===== config.mk =====
export PLATFORM = sky130hd
export DESIGN_NAME = instr_fetch_unit
export DESIGN_NICKNAME = d
export VERILOG_FILES = /design/src/rtl/instr_pkg.sv /design/src/rtl/instr_line_buffer.sv /design/src/rtl/instr_fetch_unit.sv
export SDC_FILE = /design/constraint.sdc
export NUM_CORES = 1
export LEC_CHECK = 0
export ABC_CLOCK_PERIOD_IN_PS = 2900
export CORE_MARGIN = 1
export CORE_UTILIZATION = 44
export CTS_CLUSTER_SIZE = 30
export DETAILED_ROUTE_END_ITERATION = 16
export MAX_ROUTING_LAYER = met4
export PLACE_DENSITY = 0.79
export REMOVE_ABC_BUFFERS = 1
export SLEW_MARGIN = 25
export SYNTH_ARGS = -nofsm -noshare
export SYNTH_HDL_FRONTEND = slang
export SYNTH_HIERARCHICAL = 1
export SYNTH_SLANG_ARGS = --single-unit

===== constraint.sdc =====
create_clock -name Clk -period 2.9 [get_ports Clk]
set_clock_uncertainty 0.2 [all_clocks]
set_input_delay 0.435 -clock Clk [delete_from_list [all_inputs] [get_ports Clk]]
set_output_delay 0.435 -clock Clk [all_outputs]
set_load 0.01 [all_outputs]

===== src/rtl/instr_pkg.sv =====
`default_nettype none
// ============================================================================
// Module      : instr_pkg
// Description : Shared module-select codes, opcodes, instruction layout and
//               fetch FSM state encoding.
// Revision    : 1.0 - initial release
// ============================================================================
package instr_pkg;

    localparam logic [3:0] MainMemEn    = 4'd0;
    localparam logic [3:0] InstrMemEn   = 4'd1;
    localparam logic [3:0] MatrixAluEn  = 4'd2;
    localparam logic [3:0] IntegerAluEn = 4'd3;
    localparam logic [3:0] ExecuteEn    = 4'd4;

    localparam logic [7:0] MMult     = 8'h00;
    localparam logic [7:0] MAdd      = 8'h01;
    localparam logic [7:0] MSub      = 8'h02;
    localparam logic [7:0] MTranspose = 8'h03;
    localparam logic [7:0] MScale    = 8'h04;
    localparam logic [7:0] MScaleImm = 8'h05;
    localparam logic [7:0] IntAdd    = 8'h10;
    localparam logic [7:0] IntSub    = 8'h11;
    localparam logic [7:0] IntMult   = 8'h12;
    localparam logic [7:0] IntDiv    = 8'h13;
    localparam logic [7:0] Stop      = 8'hFF;

    typedef struct packed {
        logic [7:0] opcode;
        logic [7:0] dest;
        logic [7:0] src1;
        logic [7:0] src2;
    } instr_t;

    typedef enum logic [2:0] {
        FS_IDLE  = 3'd0,
        FS_REQ   = 3'd1,
        FS_WAIT  = 3'd2,
        FS_ISSUE = 3'd3,
        FS_HALT  = 3'd4
    } fetch_state_t;

endpackage
`default_nettype wire


===== src/rtl/instr_line_buffer.sv =====
`default_nettype none
// ============================================================================
// Module      : instr_line_buffer
// Description : Holds one ROM line and presents the word selected by slot.
// Revision    : 1.0 - initial release
// ============================================================================
module instr_line_buffer
    import instr_pkg::*;
#(
    parameter int WORD_W     = 32,
    parameter int LINE_WORDS = 8,
    parameter int SLOT_W     = $clog2(LINE_WORDS)
) (
    input  logic                         clk_i,
    input  logic                         rst_i,
    input  logic                         load_i,
    input  logic [WORD_W*LINE_WORDS-1:0] line_i,
    input  logic [SLOT_W-1:0]            slot_i,
    output instr_t                       instr_o
);

    logic [WORD_W*LINE_WORDS-1:0] line_q;
    logic [WORD_W-1:0]            w_words [LINE_WORDS];

    always_ff @(posedge clk_i) begin
        if (rst_i) begin
            line_q <= '0;
        end else if (load_i) begin
            line_q <= line_i;
        end
    end

    // Word 0 lives in the most significant bits of the line.
    for (genvar k = 0; k < LINE_WORDS; k++) begin : g_words
        assign w_words[k] = line_q[WORD_W*(LINE_WORDS-1-k) +: WORD_W];
    end

    assign instr_o = instr_t'(w_words[slot_i]);

endmodule
`default_nettype wire


===== src/rtl/instr_fetch_unit.sv =====
`default_nettype none
// ============================================================================
// Module      : instr_fetch_unit
// Description : Fetches instruction lines from ROM and issues one decoded
//               instruction per handshake until a Stop is handed off.
// Revision    : 1.0 - initial release
// ============================================================================
module instr_fetch_unit
    import instr_pkg::*;
#(
    parameter int         WORD_W     = 32,
    parameter int         LINE_WORDS = 8,
    parameter logic [3:0] MEM_SEL    = 4'd1,
    parameter logic [11:0] START_LINE = 12'h000,
    parameter logic [7:0] STOP_OP    = 8'hFF
) (
    input  logic                         Clk,
    input  logic                         Reset,
    input  logic                         Start,
    output logic [15:0]                  address,
    output logic                         nRead,
    input  logic [WORD_W*LINE_WORDS-1:0] InstructDataIn,
    output logic [WORD_W-1:0]            InstrOut,
    output logic [7:0]                   Opcode,
    output logic [7:0]                   Dest,
    output logic [7:0]                   Src1,
    output logic [7:0]                   Src2,
    output logic                         InstrValid,
    input  logic                         InstrReady,
    output logic                         Halted,
    output logic                         Busy
);

    localparam int                SLOT_W    = $clog2(LINE_WORDS);
    localparam logic [SLOT_W-1:0] LAST_SLOT = SLOT_W'(LINE_WORDS - 1);

    fetch_state_t      state_q, state_d;
    logic [11:0]       line_q, line_d;
    logic [SLOT_W-1:0] slot_q, slot_d;
    logic [15:0]       addr_q;
    logic [15:0]       w_address;
    logic              w_load;
    logic              w_valid;
    logic              w_advance;
    instr_t            w_cur;

    instr_line_buffer #(
        .WORD_W     (WORD_W),
        .LINE_WORDS (LINE_WORDS),
        .SLOT_W     (SLOT_W)
    ) u_line_buffer (
        .clk_i   (Clk),
        .rst_i   (Reset),
        .load_i  (w_load),
        .line_i  (InstructDataIn),
        .slot_i  (slot_q),
        .instr_o (w_cur)
    );

    always_ff @(posedge Clk) begin
        if (Reset) begin
            state_q <= FS_IDLE;
            line_q  <= '0;
            slot_q  <= '0;
            addr_q  <= '0;
        end else begin
            state_q <= state_d;
            line_q  <= line_d;
            slot_q  <= slot_d;
            addr_q  <= w_address;
        end
    end

    always_comb begin
        state_d   = state_q;
        line_d    = line_q;
        slot_d    = slot_q;
        w_load    = 1'b0;
        w_valid   = 1'b0;
        w_advance = 1'b0;
        case (state_q)
            FS_IDLE, FS_HALT: begin
                if (Start) begin
                    line_d  = START_LINE;
                    slot_d  = '0;
                    state_d = FS_REQ;
                end
            end
            FS_REQ: begin
                state_d = FS_WAIT;
            end
            FS_WAIT: begin
                w_load  = 1'b1;
                slot_d  = '0;
                state_d = FS_ISSUE;
            end
            FS_ISSUE: begin
                // An all-zero word marks an empty slot and is skipped silently.
                if (w_cur == '0) begin
                    w_advance = 1'b1;
                end else begin
                    w_valid = 1'b1;
                    if (InstrReady) begin
                        if (w_cur.opcode == STOP_OP) begin
                            state_d = FS_HALT;
                        end else begin
                            w_advance = 1'b1;
                        end
                    end
                end
            end
            default: begin
                state_d = FS_IDLE;
            end
        endcase
        if (w_advance) begin
            if (slot_q == LAST_SLOT) begin
                line_d  = line_q + 12'd1;
                slot_d  = '0;
                state_d = FS_REQ;
            end else begin
                slot_d = slot_q + SLOT_W'(1);
            end
        end
    end

    assign w_address  = (state_q == FS_REQ) ? {MEM_SEL, line_q} : addr_q;
    assign address    = w_address;
    assign nRead      = (state_q != FS_REQ);
    assign InstrOut   = w_cur;
    assign Opcode     = w_cur.opcode;
    assign Dest       = w_cur.dest;
    assign Src1       = w_cur.src1;
    assign Src2       = w_cur.src2;
    assign InstrValid = w_valid;
    assign Halted     = (state_q == FS_HALT);
    assign Busy       = (state_q == FS_REQ) || (state_q == FS_WAIT) || (state_q == FS_ISSUE);

endmodule
`default_nettype wire


# Word-level counts from Yosys, hierarchy flattened
# Cells that the tools add are included.
totals:
  reg_bits: 290
  in_bits: 260
  output_inout_bits: 84
  wordCells: 50
classes:
  n_addsub: 2
  order_cmp: 1
  eq_ne: 8
  muxes: 26
  bitwise_logic: 1
  reduce_logical: 7
op_table:
  columns: ["cell", "n"]
  rows:
  - ["binary-select mux 32 bit (select 3 bit)", 1]
  - ["2-to-1 mux 32 bit", 2]
  - ["2-to-1 mux 12 bit", 4]
  - ["logical NOT 32 bit", 1]
  - ["2-to-1 mux 3 bit", 9]
  - ["2-to-1 mux 16 bit", 1]
  - ["adder 12 x 1 -> 12 bit (second input constant)", 1]
  - ["case mux 3 bit (4 select lines)", 1]
  - ["== test 8 bit (second input constant)", 1]
  - ["2-to-1 mux 1 bit", 7]
  - ["== test 3 x 2 -> 1 bit (second input constant)", 2]
  - ["== test 3 bit (second input constant)", 2]
  - ["case mux 3 bit (2 select lines)", 1]
  - [">= comparator 4 bit (second input constant)", 1]
  - ["NOT 3 -> 4 bit", 1]
  - ["adder 3 x 1 -> 3 bit (second input constant)", 1]
  - ["== test 3 x 1 -> 1 bit (second input constant)", 1]
  - ["logical NOT 3 bit", 1]
  - ["!= test 3 x 1 -> 1 bit (second input constant)", 1]
  - ["!= test 3 bit (second input constant)", 1]
  - ["nonzero test 3 bit", 1]
  - ["logical OR 1 bit", 2]
  - ["AND reduction 2 bit", 1]
  - ["OR reduction 2 bit", 1]

# Depth between registers and ports, before layout
# Gate-level depths: netlist of the first run.
logic_depth:
  word_depth: 11
  ltp_mapped: 11

# Cells and area by module
# The synthesis of the first run kept the hierarchy.
by_module_without_submodules:
  columns: ["mod", "instances", "cells_each", "area_per_inst_um2", "seq_area_each_um2"]
  rows:
  - ["instr_line_buffer", 1, 939, 10925.5, 5124.9]
  - ["instr_fetch_unit", 1, 218, 1964.4, 680.7]

# Least setup slack after synthesis of the first run
# OpenSTA, ideal clock, no wires.
synth_timing:
  path_kind: "register to register"
  startpoint: "reg slot_q[0]"
  endpoint: "reg, netlist name line_q[2]"
  arrival_ns: 2.663
  required_ns: 2.567
  slack_ns: -0.095
  stages_incl_launch_ff: 11
  n_path_buf: 3
  path_cell_list: "dfxtp_1 buf_6 buf_6 mux4_2 mux2_2 nor4_2 nand4_1 o22a_1 buf_6 o21ai_4 o221ai_1"
synth_lines:
  columns: ["element", "line", "source"]
  rows:
  - ["start, declared", "instr_fetch_unit.sv:39", "logic [SLOT_W-1:0] slot_q, slot_d;"]
  - ["start signal, assigned", "instr_fetch_unit.sv:69", "slot_q <= slot_d;"]

# Worst setup path after layout of the first run
layout_timing:
  startpoint: "reg slot_q[0]"
  endpoint: "out InstrValid"
layout_between:
  elab_chain_len: 7
layout_rtl:
  columns: ["element", "line", "source"]
  rows:
  - ["NOT 3 -> 4 bit (implied by the code)", "instr_line_buffer.sv:38", "assign instr_o = instr_t'(w_words[slot_i]);"]
  - ["binary-select mux 32 bit (select 3 bit)", "instr_line_buffer.sv:38", null]
  - ["2-to-1 mux 32 bit (implied by the code) (2 in series)", "instr_line_buffer.sv:38", null]
  - ["logical NOT 32 bit", "instr_fetch_unit.sv:99", "if (w_cur == '0) begin"]
  - ["2-to-1 mux 1 bit", "instr_fetch_unit.sv:99", null]
  - ["2-to-1 mux 1 bit", "instr_fetch_unit.sv:81", "case (state_q)"]
  - ["end, declared", "instr_fetch_unit.sv:28", "output logic InstrValid,"]
# Every way passes these cells. The select of a mux whose other input is x is not followed.

==> flow_summary.yaml, run 1 <==
floorplan:
  core_um2: 28800
  num_rows: 62
  die_y_um: 173
  fp.dieW_um: 173
  start_util: 0.448
  dieArea_um2: 30000
  io_pins: 344
timing:
  rsz0062_at_grt: "true"
  period_share: 1.27
  final_max_slew_viol_count: 0
  max_slew_margin: 0.607
  layout_setup_ws_ps: -786
  setup_tns_ps: -13000
  finalSetupViolCount: 69
  fmax_mhz: 271
  layout_min_cycle_time_ps: 3690
  final-hold-violation-count: 0
  tightest_slew_ps: 589
pwr:
  p_int_w: 0.00792
  power_w: 0.0104
  peakVddDrop_mv: 0.454
  p_sw_w: 0.00253
  power_density_nw_per_um2: 543
  pwr-share-seq: 0.415
  p_leak_nw: 7.53
  clkPwrFrac: 0.411
  power_frac_comb: 0.174
  switching_share: 0.242
clock_tree:
  cts_hold_buf: 0
  root_buffer: "clkbuf_16"
  clkSlewWorstSetupHoldPaths_ps: 70
  cts_tree: "yes"
  cts_sinks: 290
  cts_buffers: 31
  clkLatencyLatePin_ps: 550
  cts_buffer_depth: 3
  htree_levels: 1
logic_synthesis:
  avgSynthCellArea_um2: 11.1
  synth_common_cells: "dfxtp_1, nor2_1, mux2i_1"
  synth_cell_type_count: 42
  yosys.cell_count.top_type: "dfxtp_1"
  synth-edff-count: 0
  ys_ff_latch: 290
  synth_top_cell_by_area: "dfxtp_1"
  synth_top_cell_area_share: 0.450
  yosysWarningCount: 6
  synthesis.instances: 1157
  synthArstFlopShare: 0
  syn-cell-area_um2: 12900
  ys_seq_area_frac: 0.450
  ys.flop_type: "dfxtp_1"
  yosys-top-cells-area: "dfxtp_1, mux2i_1, mux4_2"
cells_and_area:
  fillers: 2081
  area_delta_synth_final_pct: 49.3
  design_area_um2: 19200
  final_net_count: 1843
  layout-drive-gt1-share: 0.261
  instances_no_fill: 1992
grt:
  grt_remaining_overflow: 0
  grt_pass1_wl_um: 57700
  grt_antenna_before_repair: 5
  grt_use_met2: 0.412
  grt_use_total: 0.249
  gr-usage-met1: 0.291
  grt_max_degree: 123
  met3_usage: 0.0536
  grt_pass1_vias: 10800
  busiest_layer: "met2"
worst_setup_path:
  worst-path-max-fanout: 7
  critPathCaptureType: "output port"
  crit_family: "multiplexers"
  start_kind: "register"
  cp_slowest_cell: "mux4_2"
  crit_required_ps: 2270
  critPathBufInv: 5
  reg2reg_slack_ps: -470
  critPathArrivalTime_ps: 3050
  worstPathCellList: "buf_12, buf_12, buf_6, mux4_2, mux2_4, nor4_4, buf_4, nand4_1, nor2_1, nor2_1, buf_2"
  cpPeakStageDelay_ps: 470
  critical_path_class: "reg2out"
routing:
  wire_per_inst_um: 18.9
  detail_route.iter0.violations: 598
  drc_errors: 0
  routed_wl_um: 37700
  dr.pass1.iters: 5
  routed-via-count: 10400
  drtAntennaViolNets: 0
  via_per_inst: 5.24
place:
  placed_cells: 1887
  dp_hpwl_um: 25100
  placed_area_um2: 17200
  gp_congestion: 0.872
  port_buffers: 343
run:
  cap_violations: 0
worst_hold_path:
  min_path_type: "in2reg"
run_status:
  status: "finished with violations"
  violations: "negative setup slack"
worst register-to-register path, stage by stage, from the launching register on:
cell	delay [ps]
dfxtp_4	370
buf_12	140
buf_12	130
buf_6	100
mux4_2	470
mux2_4	300
nor4_4	240
buf_4	150
nand4_1	210
buf_4	260
o22a_4	290
o21ai_4	230
o221ai_1	140
timing repair:
action | in CTS | in global routing
pin swaps | 17 | 9
gates cloned | 6 | 2
setup buffers | 31 | 19
setup endpoints to repair | 93 | 87
gates resized for setup | 380 | 76
final timing paths:
path,from,to,depth (start not counted)
worst max-delay path,slot_q[0]$_SDFFE_PP0P_,InstrValid,11
worst max register to register,slot_q[0]$_SDFFE_PP0P_,line_q[2]$_SDFF_PP0_,12
worst min register to register,u_line_buffer/line_q[219]$_SDFFE_PP0P_,u_line_buffer/line_q[219]$_SDFFE_PP0P_,2
worst min-delay path,Reset,u_line_buffer/line_q[214]$_SDFFE_PP0P_,2
power by group through the flow:
stage / clock, W / combinational, W / sequential (W)
detailed placement: 0 / 0.00163 / 0.00441
global route: 0.00454 / 0.00193 / 0.00435
finish: 0.00429 / 0.00182 / 0.00434
floorplan: 0 / 0.00131 / 0.00434
CTS: 0.00437 / 0.00179 / 0.00433
global placement: 0 / 0.00160 / 0.00440
placed cells by master (no fill, tap or decap), types with 3 or more instances in the layout:
master / instances
nor2b_1: 20
nand2_1: 9
clkbuf_8: 7
nand4_1: 12
buf_12: 22
mux2i_1: 260
nor4_2: 3
buf_4: 85
mux4_1: 4
clkinvlp_4: 3
dlymetal6s2s_1: 3
inv_1: 8
dfxtp_2: 3
clkinv_2: 5
diode_2: 5
buf_2: 5
clkdlybuf4s50_1: 264
nand3_1: 9
dfxtp_1: 285
mux4_2: 60
o311ai_2: 4
nor3_1: 3
bufinv_16: 6
clkbuf_2: 6
mux2_2: 12
ha_1: 3
nor4_4: 5
or2_2: 3
o211ai_1: 8
nor2_1: 267
and2_1: 3
clkbuf_16: 32
buf_8: 3
dlygate4sd2_1: 12
mux2_4: 32
buf_6: 98
routing by layer:
| metal | vias up | share of wire |
|---|---|---|
| met5 | - | 0 |
| met4 | 0 | 0.043 |
| met3 | 97 | 0.063 |
| met2 | 407 | 0.49 |
| met1 | 5030 | 0.41 |
| li1 | 4900 | - |
logic make-up (layout without fill, tap and decap cells):
group / after synthesis / after routing / synth area share
simple gates: 348 / 348 / 0.117
buf+inv: 124 / 569 / 0.0559
flops: 290 / 290 / 0.450
other cells: 0 / 5 / 0
fa+ha+maj: 3 / 3 / 0.00291
mux: 368 / 368 / 0.358
compound gates: 24 / 25 / 0.0162
per-stage QoR:
stage / worst slack (ps) / hold slack [ps] / utilization
floorplan: -24700 / 251 / -
global placement: -634 / 265 / 0.599
detailed placement: -678 / 277 / 0.599
CTS: -819 / 102 / 0.664
global route: -908 / 132 / 0.669
finish: -786 / 135 / 0.669
area by class of cell:
cell class	count	area, um2	share of cell area
repair buffers	503	5180	0.269
clock buffers	39	866	0.0450
diodes	5	12.5	0.000650
well taps	384	480	0.0250
flip-flops and latches	290	5820	0.302
clock inverters	17	251	0.0131
multi-input cells	744	6600	0.343
inverters	10	37.5	0.00195
flip-flops by register name (all words and copies together) (netlist names):
| register | cells |
|---|---|
| addr_q | 16 |
| state_q | 3 |
| line_q | 12 |
| slot_q | 3 |
| u_line_buffer/line_q | 256 |
Power figures use the tool's default switching activity.
==> run 2: changes to the inputs <==
--- a/config.mk
+++ b/config.mk
@@ -8,6 +8,7 @@
 export ABC_CLOCK_PERIOD_IN_PS = 2900
 export CORE_MARGIN = 1
 export CORE_UTILIZATION = 44
+export CTS_BUF_LIST = sky130_fd_sc_hd__clkbuf_8 sky130_fd_sc_hd__clkbuf_16
 export CTS_CLUSTER_SIZE = 30
 export DETAILED_ROUTE_END_ITERATION = 16
 export MAX_ROUTING_LAYER = met4
==> flow_summary.yaml, run 2 (synthesized netlist as in run 1, its figures left out) <==
place:
  dp_hpwl_um: 25100
  port_buffers: 343
  gp_congestion: 0.872
floorplan:
  fp.dieW_um: 173
  dieArea_um2: 30000
  start_util: 0.448
  core_um2: 28800
  die_y_um: 173
  io_pins: 344
  num_rows: 62
timing:
  holdWs_ps: 135
  layout_setup_ws_ps: -786
  final_max_slew_viol_count: 0
  tightest_slew_ps: 588
  final-hold-violation-count: 0
  max_slew_margin: 0.608
  layout_min_cycle_time_ps: 3690
  fmax_mhz: 271
  period_share: 1.27
  rsz0062_at_grt: "true"
  finalSetupViolCount: 69
cells_and_area:
  final_net_count: 1843
  regMostFlops: "u_line_buffer/line_q"
  largest_reg_flops: 256
  final_cell_mix: "dfxtp_1, nor2_1, clkdlybuf4s50_1"
  layout-drive-gt1-share: 0.261
  final_common_cell: "dfxtp_1"
  final_util: 0.669
  area_delta_synth_final_pct: 49.3
  top_regs: "u_line_buffer/line_q: 256 flops, addr_q: 16 flops, line_q: 12 flops"
routing:
  wire_per_inst_um: 18.9
  drtAntennaViolNets: 0
  routed_wl_um: 37700
  via_per_inst: 5.24
  routed-via-count: 10400
  detail_route.iter0.violations: 596
  dr.pass1.iters: 5
  drc_errors: 0
clock_tree:
  cts_tree: "yes"
  root_buffer: "clkbuf_16"
  clkSlewWorstSetupHoldPaths_ps: 70
  cts_buffers: 31
  htree_levels: 1
  cts_buffer_depth: 3
  cts_sinks: 290
  clkLatencyLatePin_ps: 550
grt:
  grt_max_degree: 123
  grt_use_total: 0.249
  grt_antenna_before_repair: 5
  grt_pass1_vias: 10800
  grt_pass1_wl_um: 57700
  grt_remaining_overflow: 0
pwr:
  switching_share: 0.242
  p_int_w: 0.00791
  power_density_nw_per_um2: 543
  peakVddDrop_mv: 0.454
  clkPwrFrac: 0.411
  pwr-share-seq: 0.415
  p_leak_nw: 7.54
  p_sw_w: 0.00253
  power_frac_comb: 0.174
worst_hold_path:
  min_delay_path_depth: 2
  hp-start: "Reset"
  min_path_type: "in2reg"
  hold_end: "u_line_buffer/line_q[214]$_SDFFE_PP0P_"
worst_setup_path:
  reg2reg_slack_ps: -470
  r2r_start: "slot_q[0]$_SDFFE_PP0P_"
  worst-path-max-fanout: 7
  critPathArrivalTime_ps: 3050
  critPathCaptureType: "output port"
  crit_required_ps: 2270
  r2r-end: "line_q[2]$_SDFF_PP0_"
  start_kind: "register"
  critical_path_class: "reg2out"
  reg2reg_depth: 12
run_status:
  status: "finished with violations"
  violations: "negative setup slack"
run:
  cap_violations: 0
## run 2: cell count changes in the layout (fill, tap and decap cells not counted)
cell	delta
clkbuf_1	-2
inv_1	+2
## run 2: layout make-up
| class | instances | area (um2) |
|---|---|---|
| fill | 2081 | 9540 |
| multi-input combinational | 744 | 6600 |
| clock buffer | 37 | 858 |
| antenna | 5 | 12.5 |
| clock inverter | 19 | 259 |
| inverter | 10 | 37.5 |
| sequential | 290 | 5820 |
| timing repair buffer | 503 | 5180 |
| tap | 384 | 480 |
## run 2: timing repair
action	in CTS	in global routing
setup buffers	31	19
hold buffers	0	0
pin swaps	17	9
gates resized for setup	380	76
cloned	6	2
endpoints found under the setup margin	93	87
## run 2: through the flow
step | instances | total power (W) | worst slack, ps | setup TNS (ps) | instance area, um2
final | 1992 | 0.0104 | -786 | -12990 | 19200
after floorplan | 1043 | 0.00565 | -24700 | -6297560 | 12200
after global routing | 1992 | 0.0108 | -908 | -19100 | 19200
after detailed placement | 1887 | 0.00604 | -678 | -8580 | 17200
after CTS | 1977 | 0.0105 | -819 | -16510 | 19100
after global placement | 1887 | 0.00600 | -634 | -7890 | 17200
## run 2: how the worst max path moves through the flow
stage	to	start	slack [ps]	depth (start not counted)
6_report	InstrValid	slot_q[0]$_SDFFE_PP0P_	-790	11
3_5_place_dp	InstrValid	slot_q[0]$_SDFFE_PP0P_	-680	8
2_1_floorplan	slot_q[0]$_SDFFE_PP0P_	state_q[0]$_SDFF_PP0_	-24700	4
4_1_cts	InstrValid	slot_q[0]$_SDFFE_PP0P_	-820	11
3_3_place_gp	InstrValid	slot_q[0]$_SDFFE_PP0P_	-630	9
5_1_grt	InstrValid	slot_q[0]$_SDFFE_PP0P_	-910	11
## run 2: routing by layer
metal	routed length, um	part of all wire	vias up	track usage
li1	-	-	4897	-
met1	15400	0.41	5035	0.291
met2	18300	0.49	409	0.412
met3	2380	0.063	97	0.0536
met5	0	0	-	-
met4	1630	0.043	0	0.110
## run 2: critical path, stage by stage (launching register included)
cell,delay (ps)
dfxtp_4,370
buf_12,140
buf_12,130
buf_6,90
mux4_2,470
mux2_4,300
nor4_4,240
buf_4,150
nand4_1,210
nor2_1,160
nor2_1,80
buf_2,140
## run 2: power groups by stage
stage / combinational, W / clock [W] / sequential (W)
6_report: 0.00182 / 0.00429 / 0.00434
5_1_grt: 0.00193 / 0.00453 / 0.00435
4_1_cts: 0.00179 / 0.00436 / 0.00433
3_5_place_dp: 0.00163 / 0 / 0.00441
3_3_place_gp: 0.00160 / 0 / 0.00440
2_1_floorplan: 0.00131 / 0 / 0.00434
